$ cat config.mk
export PLATFORM = sky130hd
export DESIGN_NAME = i2c_host_master
export DESIGN_NICKNAME = d
export VERILOG_FILES = /design/src/rtl/i2c_host_pkg.sv /design/src/rtl/i2c_qtr_timer.sv /design/src/rtl/i2c_host_master.sv
export SDC_FILE = /design/constraint.sdc
export NUM_CORES = 1
export LEC_CHECK = 0
export CAP_MARGIN = 20
export CORE_MARGIN = 1
export CORE_UTILIZATION = 55
export CTS_BUF_LIST = sky130_fd_sc_hd__clkbuf_4 sky130_fd_sc_hd__clkbuf_8
export DETAILED_ROUTE_END_ITERATION = 10
export HOLD_SLACK_MARGIN = 0.08
export PLACE_DENSITY = 0.79
export SYNTH_ARGS = -nofsm -noshare
export SYNTH_HDL_FRONTEND = slang
export SYNTH_HIERARCHICAL = 1
export SYNTH_SLANG_ARGS = --single-unit
$ cat constraint.sdc
create_clock -name sys_clk -period 2.7 [get_ports sys_clk]
set_input_delay 0.54 -clock sys_clk [delete_from_list [all_inputs] [get_ports sys_clk]]
set_output_delay 0.54 -clock sys_clk [all_outputs]
set_load 0.1 [all_outputs]
$ cat src/rtl/i2c_host_pkg.sv
// rtl/i2c_host_pkg.sv - shared encodings for the byte-level I2C host master
package i2c_host_pkg;

    typedef enum logic [1:0] {
        OP_START = 2'd0,
        OP_WRITE = 2'd1,
        OP_READ  = 2'd2,
        OP_STOP  = 2'd3
    } op_t;

    typedef enum logic [2:0] {
        S_IDLE,
        S_START,
        S_BIT,
        S_ACK,
        S_STOP
    } state_t;

    typedef enum logic [1:0] {
        Q0 = 2'd0,
        Q1 = 2'd1,
        Q2 = 2'd2,
        Q3 = 2'd3
    } qtr_t;

endpackage

$ cat src/rtl/i2c_qtr_timer.sv
// rtl/i2c_qtr_timer.sv - SCL quarter-period tick generator with clock-stretch hold
module i2c_qtr_timer #(
    parameter int QTR_DIV = 125,
    parameter int CNT_W   = 16
) (
    input  logic sys_clk,
    input  logic io_resetb,
    input  logic run,
    input  logic hold,
    output logic tick
);

    logic [CNT_W-1:0] r_cnt;

    assign tick = run & ~hold & (r_cnt == CNT_W'(QTR_DIV - 1));

    // Holding at zero while stretched restarts the full quarter once SCL is seen high.
    always_ff @(posedge sys_clk or negedge io_resetb) begin
        if (!io_resetb) begin
            r_cnt <= '0;
        end else if (!run || hold || tick) begin
            r_cnt <= '0;
        end else begin
            r_cnt <= r_cnt + CNT_W'(1);
        end
    end

endmodule

$ cat src/rtl/i2c_host_master.sv
// rtl/i2c_host_master.sv - byte-level I2C master driving open-drain SCL/SDA from commands
module i2c_host_master
    import i2c_host_pkg::*;
#(
    parameter int QTR_DIV = 125,
    parameter int CNT_W   = 16
) (
    input  logic       sys_clk,
    input  logic       io_resetb,
    input  logic       cmd_valid,
    output logic       cmd_ready,
    input  logic [1:0] cmd_op,
    input  logic [7:0] cmd_wdata,
    input  logic       cmd_nack,
    output logic       rsp_valid,
    output logic [7:0] rsp_rdata,
    output logic       rsp_nack,
    output logic       busy,
    output logic       scl_oe,
    input  logic       scl_in,
    output logic       sda_oe,
    input  logic       sda_in
);

    state_t     r_state;
    qtr_t       r_qtr;
    op_t        r_op;
    logic [2:0] r_bit;
    logic [7:0] r_sh;
    logic       r_nack;
    logic       r_scl_oe;
    logic       r_sda_oe;
    logic       r_rsp_valid;
    logic [7:0] r_rsp_rdata;
    logic       r_rsp_nack;

    logic w_run;
    logic w_hold;
    logic w_tick;

    assign w_run     = (r_state != S_IDLE);
    assign w_hold    = ~r_scl_oe & ~scl_in;
    assign cmd_ready = (r_state == S_IDLE) & ~r_rsp_valid;
    assign busy      = w_run;
    assign rsp_valid = r_rsp_valid;
    assign rsp_rdata = r_rsp_rdata;
    assign rsp_nack  = r_rsp_nack;
    assign scl_oe    = r_scl_oe;
    assign sda_oe    = r_sda_oe;

    i2c_qtr_timer #(
        .QTR_DIV (QTR_DIV),
        .CNT_W   (CNT_W)
    ) u_qtr_timer (
        .sys_clk   (sys_clk),
        .io_resetb (io_resetb),
        .run       (w_run),
        .hold      (w_hold),
        .tick      (w_tick)
    );

    // Line drives are registered for the quarter being entered, so they change on the tick edge.
    always_ff @(posedge sys_clk or negedge io_resetb) begin
        if (!io_resetb) begin
            r_state     <= S_IDLE;
            r_qtr       <= Q0;
            r_op        <= OP_START;
            r_bit       <= 3'd7;
            r_sh        <= 8'h00;
            r_nack      <= 1'b0;
            r_scl_oe    <= 1'b0;
            r_sda_oe    <= 1'b0;
            r_rsp_valid <= 1'b0;
            r_rsp_rdata <= 8'h00;
            r_rsp_nack  <= 1'b0;
        end else begin
            r_rsp_valid <= 1'b0;
            if (r_state == S_IDLE) begin
                if (cmd_valid && cmd_ready) begin
                    r_op       <= op_t'(cmd_op);
                    r_sh       <= cmd_wdata;
                    r_nack     <= cmd_nack;
                    r_rsp_nack <= 1'b0;
                    r_qtr      <= Q0;
                    r_bit      <= 3'd7;
                    case (op_t'(cmd_op))
                        OP_START: begin
                            r_state  <= S_START;
                            r_sda_oe <= 1'b0;
                        end
                        OP_WRITE: begin
                            r_state  <= S_BIT;
                            r_scl_oe <= 1'b1;
                            r_sda_oe <= ~cmd_wdata[7];
                        end
                        OP_READ: begin
                            r_state  <= S_BIT;
                            r_scl_oe <= 1'b1;
                            r_sda_oe <= 1'b0;
                        end
                        OP_STOP: begin
                            r_state  <= S_STOP;
                            r_scl_oe <= 1'b1;
                            r_sda_oe <= 1'b1;
                        end
                    endcase
                end
            end else if (w_tick) begin
                r_qtr <= qtr_t'(r_qtr + 2'd1);
                case (r_state)
                    S_START: begin
                        case (r_qtr)
                            Q0: r_scl_oe <= 1'b0;
                            Q1: r_sda_oe <= 1'b1;
                            Q2: r_scl_oe <= 1'b1;
                            Q3: begin
                                r_state     <= S_IDLE;
                                r_rsp_valid <= 1'b1;
                            end
                        endcase
                    end
                    S_BIT: begin
                        case (r_qtr)
                            Q0: ;
                            Q1: r_scl_oe <= 1'b0;
                            Q2: if (r_op == OP_READ) r_rsp_rdata <= {r_rsp_rdata[6:0], sda_in};
                            Q3: begin
                                r_scl_oe <= 1'b1;
                                if (r_bit == 3'd0) begin
                                    r_state  <= S_ACK;
                                    r_sda_oe <= (r_op == OP_WRITE) ? 1'b0 : ~r_nack;
                                end else begin
                                    r_bit    <= r_bit - 3'd1;
                                    r_sh     <= {r_sh[6:0], 1'b0};
                                    r_sda_oe <= (r_op == OP_WRITE) ? ~r_sh[6] : 1'b0;
                                end
                            end
                        endcase
                    end
                    S_ACK: begin
                        case (r_qtr)
                            Q0: ;
                            Q1: r_scl_oe <= 1'b0;
                            Q2: if (r_op == OP_WRITE) r_rsp_nack <= sda_in;
                            Q3: begin
                                r_scl_oe    <= 1'b1;
                                r_state     <= S_IDLE;
                                r_rsp_valid <= 1'b1;
                            end
                        endcase
                    end
                    S_STOP: begin
                        case (r_qtr)
                            Q0: r_scl_oe <= 1'b0;
                            Q1: r_sda_oe <= 1'b0;
                            Q2: ;
                            Q3: begin
                                r_state     <= S_IDLE;
                                r_rsp_valid <= 1'b1;
                            end
                        endcase
                    end
                    default: ;
                endcase
            end
        end
    end

endmodule

---- Yosys cells after proc, flatten, opt, wreduce, memory -nomap -nowiden ----
Cells that the tools add are included.
operators by class
  add/subtract/negate cells ............... 3
  equal/unequal tests ..................... 24
  multiplexer cells ....................... 53
  bitwise logic cells ..................... 12
  reductions and logical operators ........ 31
operators with widths
  cell                     number
  $mux W7                  6
  $mux W3                  12
  $mux W1                  24
  $add A16 B1 Y16 const B  1
  $eq A16 B7 Y1 const B    1
  $mux W16                 1
  $reduce_and A5 Y1        3
  $reduce_and A6 Y1        2
  $reduce_bool A2 Y1       6
  $eq A2 B2 Y1 const B     5
  $ne A3 B3 Y1 const B     3
  $pmux W1 S3              3
  $pmux W3 S3              1
  $not A1 Y1               8
  $reduce_bool A4 Y1       2
  $reduce_and A7 Y1        1
  $eq A2 B1 Y1 const B     3
  $eq A3 B2 Y1 const B     2
  $logic_not A3 Y1         2
  $mux W2                  3
  $ne A3 B2 Y1 const B     2
  $pmux W3 S2              1
  $reduce_bool A3 Y1       2
  $reduce_or A2 Y1         3
  17 further kinds         26
word-level totals
  bits in registers ....................... 46
  bits of input ports ..................... 16
  word-level logic and storage cells ...... 135

---- Logic depth before layout (Yosys ltp) ----
Gate-level depths: netlist of the first run.
  depth after elaboration ................. 7
  depth in mapped cells ................... 10

---- Hierarchy ----
The synthesis of the first run kept the hierarchy.
by module, submodules not included
  module           times used  cells an instance  area an instance (µm²)
  i2c_host_master  1           162                1647.8
  i2c_qtr_timer    1           83                 853.3

---- Worst setup path before layout of the first run ----
Ideal clock, no wire load.
  path kind ............................... register to output
  start ................................... reg r_state[2]
  end ..................................... out cmd_ready
  data arrival time ....................... 2958 ps
  path slack .............................. -798 ps
  stages on the path, launching flop included .. 6
  cells stage by stage .................... dfrtp_1 > nor3_2 > buf_6 > inv_2 > clkbuf_1 > nor2_1
between the ends
  word-level cells in the longest chain between the ends .. 2
RTL lines
  element                   line                   RTL
  start: declaration        i2c_host_master.sv:25  state_t r_state;
  start signal: assignment  i2c_host_master.sv:65  r_state <= S_IDLE;
  start signal: assignment  i2c_host_master.sv:88  r_state <= S_START;
  start signal: assignment  i2c_host_master.sv:92  r_state <= S_BIT;
  $logic_not A3 Y1          i2c_host_master.sv:43  assign cmd_ready = (r_state == S_IDLE) & ~r_rsp_valid;
  $and A1 B1 Y1             i2c_host_master.sv:43
  end: declaration          i2c_host_master.sv:11  output logic cmd_ready,
No other way between the ends.

---- Worst setup path in the final report of the first run ----
  start ................................... reg u_qtr_timer.r_cnt[1]
  end ..................................... reg r_sh[2]
between the ends
  word-level cells in the longest chain between the ends .. 4
RTL lines
  element                       line                    RTL
  start: declaration            i2c_qtr_timer.sv:13     logic [CNT_W-1:0] r_cnt;
  start signal: assignment      i2c_qtr_timer.sv:24     r_cnt <= r_cnt + CNT_W'(1);
  $eq A16 B7 Y1                 i2c_qtr_timer.sv:15     assign tick = run & ~hold & (r_cnt == CNT_W'(QTR_DIV - 1));
  $and A1 B1 Y1                 i2c_qtr_timer.sv:15
  via w_tick                    i2c_host_master.sv:39   logic w_tick;
  $reduce_bool A2 Y1 (no line)  -
  $reduce_and A5 Y1 (no line)   -
  end signal: assignment        i2c_host_master.sv:81   r_sh <= cmd_wdata;
  end signal: assignment        i2c_host_master.sv:134  r_sh <= {r_sh[6:0], 1'b0};
  end: declaration              i2c_host_master.sv:29   logic [7:0] r_sh;
The timed path passes the listed nets, and every way through them passes these cells.
A chain may end at the register's enable or synchronous reset.

==> flow_summary_export.csv, run 1 <==
group,metric,value,unit
status,status,"finished clean",
power_and_ir_drop,swShare,0.227,
drt,vias,1817,
drt,wl,4490,µm
cells_and_area,regArea,0.00115,mm²
clock_tree,cts_setup_buffers,0,
floorplan,die_area,0.00482,mm²
power_and_ir_drop,p_leak,0.00134,µW
synthesis,ys.flop_type,"dfrtp_1",
worst_setup_path,critPathArrivalTime,2.56,ns
floorplan,fp.dieH,69.4,µm
synthesis,syn-cell-area,0.00250,mm²
power_and_ir_drop,p_clk_frac,0.366,
grt,grt_max_degree,47,
grt,grt_util_all_layers,0.214,
drt,drtIter0Drc,102,
placement,portBuffers,29,
sta,fin_setup_tns,0,ns
power_and_ir_drop,p_seq_frac,0.579,
cells_and_area,final_common_cell,"dfrtp_1",
sta,max_slew_margin,0.714,
grt,gr-total-overflow,0,
placement,globalplace.congestion,0.852,
clock_tree,hold_buffers,0,
synthesis,ys_async_sr_fraction,1.00,
worst_setup_path,critPathRequiredTime,2.92,ns
cells_and_area,layout_common_cells,"dfrtp_1, nor2_1, nand2_1, buf_4, inv_1",
placement,dp_hpwl,3220,µm
clock_tree,cts_tree,"built",
power_and_ir_drop,p_total,1200,µW
cells_and_area,syn2layout_area_growth,18.4,%
worst_setup_path,cp-start-kind,"register",
synthesis,synth_cell_types,53,
clock_tree,clkSinkCount,46,
sta,tightest_slew,0.428,ns
drt,drtAntennaViolNets,0,
cells_and_area,final_nets,310,
drt,wl_per_cell,13.4,µm
cells_and_area,multiInputGateArea,0.00122,mm²
synthesis,synthCells,245,
clock_tree,clock_latency,0.30,ns
clock_tree,clkTransAtPathRegs,0.09,ns
clock_tree,cts_made_buffers,5,
clock_tree,cts-root-buf,"clkbuf_8",
synthesis,ys_ff_latch,46,
floorplan,die_x,69.4,µm
clock_tree,htree_levels,2,
worst_setup_path,cp_max_fo,20,
cells_and_area,drive_gt1_frac,0.237,
power_and_ir_drop,net-switching-power,273,µW
sta,fin_crit,2.34,ns
power_and_ir_drop,combPwrFrac,0.055,
sta,finalSetupViolations,0,
floorplan,floorplan.io_pins,30,
worst_setup_path,crit_path_end_kind,"register",
cells_and_area,antenna_cells,0,
hold_path,hold_path.class,"input port to asynchronous set/reset pin",
floorplan,core,0.00435,mm²
drt,first_pass_iters,4,
synthesis,synth_edf_count,0,
synthesis,ys.warnings.count,6,
sta,rsz0062_at_grt,"no",
drt,drc,0,
synthesis,synth_fp_nets,273,
flow_run,drv_cap,0,
synthesis,avgSynthCellArea,10.2,µm²
power_and_ir_drop,cell_internal_pwr,930,µW
power_and_ir_drop,power.density,406,mW/mm²
clock_tree,clockBufferDepth,2,
sta,fmaxAchievable,428,MHz
sta,final_max_slew_viol_count,0,
power_and_ir_drop,peakVddDrop,0.275,mV
sta,hold_violations,0,
cells_and_area,fin_cells,335,
sta,skew,0.00558,ns
grt,grt_pass1_vias,1746,
placement,dp.cells,327,
floorplan,initial_core_util,0.574,
worst_setup_path,worstSetupPathType,"register to register",
clock_tree,cts_resized,0,
cells_and_area,fillers,327,
sta,period_share,0.866,
synthesis,yosysSeqAreaShare,0.462,
grt,antenna_found_initial,0,
drt,via_per_inst,5.42,
grt,grt_pass1_wl,8110,µm
floorplan,fp-row-count,24,
[per-stage QoR]
stage,setup WS (ns),instance area (µm²),hold slack (ns),util
after floorplan,0.0730,2510,0.244,-
after detailed placement,0.346,2870,0.491,0.658
final,0.361,2960,0.195,0.680
after global placement,0.400,2870,0.486,0.658
after global routing,0.0313,2960,0.215,0.680
after CTS,0.345,2960,0.203,0.680
[cell families after synthesis]
| kind of cell | share of synthesized area |
|---|---|
| fa+ha+maj | 0.0640 |
| xor+xnor | 0.0490 |
| buf+inv | 0.0535 |
| mux | 0.0705 |
| compound gates | 0.0855 |
| simple gates | 0.216 |
| flops | 0.462 |
[registers in the layout, indices dropped and copies added, names as in the netlist, 2 cells and up]
name and count:
u_qtr_timer/r_cnt 16, rsp_rdata 8, r_sh 7, r_bit 3, r_state 3, r_op 2
r_qtr 2
[area by class of cell]
| type | instances | share of cell area |
|---|---|---|
| Timing Repair Buffer | 38 | 0.120 |
| Clock inverter | 2 | 0.00422 |
| Clock buffer | 6 | 0.0279 |
| Tap cell | 52 | 0.0220 |
| Sequential cell | 46 | 0.390 |
| Multi-Input combinational cell | 172 | 0.412 |
| Inverter | 19 | 0.0241 |
[power groups by stage]
| stage | registers (µW) | logic [µW] | clock network, µW |
|---|---|---|---|
| after detailed placement | 710 | 67.2 | 0 |
| after global routing | 698 | 76.9 | 477 |
| after floorplan | 710 | 21.6 | 0 |
| after CTS | 696 | 67.9 | 455 |
| final | 696 | 66.4 | 441 |
| after global placement | 710 | 66.0 | 0 |
[per-layer routing]
| layer | global-route usage | up-vias | share of wire |
|---|---|---|---|
| met3 | 0.0567 | 9 | 0.035 |
| met1 | 0.287 | 866 | 0.48 |
| li1 | - | 916 | - |
| met5 | 0 | - | 0 |
| met2 | 0.328 | 26 | 0.46 |
| met4 | 0.0907 | 0 | 0.021 |
[final timing paths]
| path | startpoint | endpoint | cells after the start | slack (ns) |
|---|---|---|---|---|
| worst max-delay path | u_qtr_timer/r_cnt[1] | r_sh[2] | 11 | 0.36 |
| worst min-delay path | io_resetb | r_state[0] | 2 | 0.20 |
| worst max register to register | u_qtr_timer/r_cnt[1] | r_sh[2] | 11 | 0.36 |
| worst min register to register | r_bit[2] | r_bit[2] | 2 | 0.50 |
| max in group asynchronous | io_resetb | r_bit[1] | 2 | 2.22 |
| min in group sys_clk | r_bit[2] | r_bit[2] | 2 | 0.50 |
[cells in the mapped netlist (5+ instances only)]
| library cell | instances | area, µm² |
|---|---|---|
| mux2i_1 | 6 | 60.1 |
| a31oi_1 | 8 | 50.1 |
| o21ai_0 | 7 | 35.0 |
| ha_1 | 12 | 150 |
| dfrtp_1 | 43 | 1080 |
| nor2_1 | 28 | 105 |
| xnor2_1 | 10 | 87.6 |
| nand2_1 | 23 | 86.3 |
| nand3_1 | 6 | 30.0 |
| nor3_1 | 6 | 30.0 |
| inv_1 | 17 | 63.8 |
| mux2_2 | 9 | 101 |
| nor4_1 | 5 | 31.3 |
[critical path, cell delays in order (launching register included)]
cell and delay [ns]:
dfrtp_1 0.43, inv_1 0.07, ha_1 0.13, nor4b_1 0.22, nand4b_1 0.19, nor3b_1 0.22, buf_4 0.16, nand2_1 0.08
o41ai_2 0.28, buf_4 0.26, nor2_1 0.06, a31oi_1 0.15
(Power assumes the default switching activity.)
==> inputs of run 2 (changes only) <==
- CORE_MARGIN: 1 -> 4
- GPL_TIMING_DRIVEN: unset -> 0
==> flow_summary_export.csv, run 2 (synthesis gave the netlist of run 1 again) <==
group,metric,value,unit
status,status,"finished clean",
cells_and_area,antenna_cells,0,
sta,final_max_slew_viol_count,0,
grt,grt_pass1_vias,1817,
grt,gr-total-overflow,0,
clock_tree,cts-root-buf,"clkbuf_8",
sta,fmaxAchievable,393,MHz
worst_setup_path,crit_path_end_kind,"primary output",
floorplan,fp-row-count,24,
worst_setup_path,crit_chain,"nor3_2 > buf_6 > inv_2 > clkbuf_2 > clkdlybuf4s15_2",
clock_tree,clockBufferDepth,2,
worst_setup_path,critPathSlowestCell,"clkdlybuf4s15_2",
clock_tree,cts_tree,"built",
drt,drtAntennaViolNets,0,
floorplan,floorplan.io_pins,30,
drt,wl_per_cell,14.1,µm
grt,grt_pass1_wl,8270,µm
clock_tree,clkSinkCount,46,
drt,first_pass_iters,4,
sta,max_slew_margin,0.345,
worst_setup_path,cp-start-kind,"register",
sta,hold-worst-slack,0.230,ns
worst_setup_path,worstReg2RegStart,"u_qtr_timer/r_cnt[0]",
cells_and_area,final_common_cell,"dfrtp_1",
drt,drtIter0Drc,112,
worst_setup_path,path_delay_family,"buffers and inverters",
sta,fin_crit,2.55,ns
placement,dp_hpwl,3600,µm
floorplan,initial_core_util,0.570,
power_and_ir_drop,p_total,1280,µW
cells_and_area,final_nets,312,
sta,skew,0.0101,ns
placement,pre_cts_slack,-0.298,ns
worst_setup_path,rrSetupSlack,0.21,ns
sta,period_share,0.943,
grt,grt_util_all_layers,0.190,
cells_and_area,largest_register_ffs,16,
power_and_ir_drop,p_leak,0.00133,µW
floorplan,fp.dieH,75.4,µm
floorplan,die_area,0.00569,mm²
placement,globalplace.congestion,0.859,
cells_and_area,syn2layout_area_growth,21.0,%
clock_tree,hold_buffers,0,
clock_tree,clkTransAtPathRegs,0.08,ns
clock_tree,cts_made_buffers,5,
power_and_ir_drop,peakVddDrop,0.343,mV
sta,setup_ws,0.153,ns
worst_setup_path,critPathArrivalTime,2.01,ns
flow_run,drv_cap,0,
drt,vias,1870,
grt,antenna_found_initial,0,
drt,wl,4760,µm
cells_and_area,layout_common_cells,"dfrtp_1, nor2_1, clkdlybuf4s50_1, nand2_1, inv_1",
hold_path,hold_path.class,"input port to asynchronous set/reset pin",
sta,hold_violations,0,
sta,rsz0062_at_grt,"no",
sta,fin_setup_tns,0,ns
clock_tree,clock_latency,0.29,ns
worst_setup_path,cp_num_buf_inv,4,
cells_and_area,final_util,0.690,
worst_setup_path,cp_max_fo,12,
worst_setup_path,worstSetupPathType,"register to primary output",
floorplan,die_x,75.4,µm
worst_setup_path,reg2reg_depth,10,
sta,tightest_slew,0.979,ns
power_and_ir_drop,power.density,422,mW/mm²
placement,portBuffers,29,
cells_and_area,largest-register,"u_qtr_timer/r_cnt",
worst_setup_path,max_stage_delay,0.51,ns
worst_setup_path,r2r-end,"r_sh[6]",
sta,finalSetupViolations,0,
drt,via_per_inst,5.55,
worst_setup_path,critPathRequiredTime,2.16,ns
cells_and_area,drive_gt1_frac,0.204,
drt,drc,0,
floorplan,core,0.00438,mm²
grt,grt_max_degree,25,
clock_tree,htree_levels,2,
run 2: cell types whose count changed in the layout (fill, tap and decap cells not counted), sizes merged:
cell / previous run / this run
buf: 24 / 11
clkdlybuf4s50: 14 / 26
clkbuf: 6 / 8
bufinv: 0 / 1
clkdlybuf4s15: 0 / 1
clkinv: 1 / 0
run 2: what timing repair did:
action                                  4_1_cts  5_1_grt
resized for setup                             9        2
endpoints found under the setup margin        5        8
setup buffers                                 0        2
pin swaps                                     0        2
run 2: layout make-up:
type	count	area [µm²]
well taps	52	65.1
clock buffers	6	76.3
fillers	345	1360
multi-input cells	172	1230
inverters	19	71.3
clock inverters	2	37.5
repair buffers	32	327
flip-flops and latches	46	1150
plain buffers	8	63.8
run 2: worst reg2reg max path, delay by kind of cell (launching register included):
family | cells | cell delay (ns)
AND/OR/NAND/NOR | 5 | 1.04
AO/OA/AOI/OAI | 2 | 0.47
adder cells (fa/ha/maj) | 1 | 0.14
flip-flops | 1 | 0.44
buffers and inverters | 2 | 0.31
run 2: per-stage QoR:
| stage | std cells | area, µm² |
|---|---|---|
| finish | 337 | 3030 |
| global route | 337 | 3030 |
| CTS | 335 | 3000 |
| detailed placement | 327 | 2890 |
| global placement | 326 | 2870 |
| floorplan | 245 | 2510 |
run 2: worst max-delay path by stage:
| stage | end | startpoint | cells past startpoint |
|---|---|---|---|
| 2_1_floorplan | r_bit[0] | r_state[0] | 10 |
| 3_3_place_gp | cmd_ready | r_state[2] | 6 |
| 3_5_place_dp | cmd_ready | r_state[2] | 6 |
| 4_1_cts | cmd_ready | r_state[2] | 6 |
| 5_1_grt | r_sh[6] | u_qtr_timer/r_cnt[0] | 10 |
| 6_report | busy | r_state[2] | 5 |
run 2: where the power goes:
group	internal, µW	leakage (µW)	total, µW	switching [µW]
Sequential	692	0.000603	698	5.56
Combinational	33.3	0.000675	66.2	32.9
Clock	286	0.0000548	515	228
Total	1010	0.00133	1280	267
run 2: metal layers:
metal  routed length, µm  vias up  global-route usage
li1                    -      921                   -
met1                2140      903               0.254
met2                2350       37               0.311
met3                 186        9              0.0356
met4                  82        0              0.0660
met5                   0        -                   0
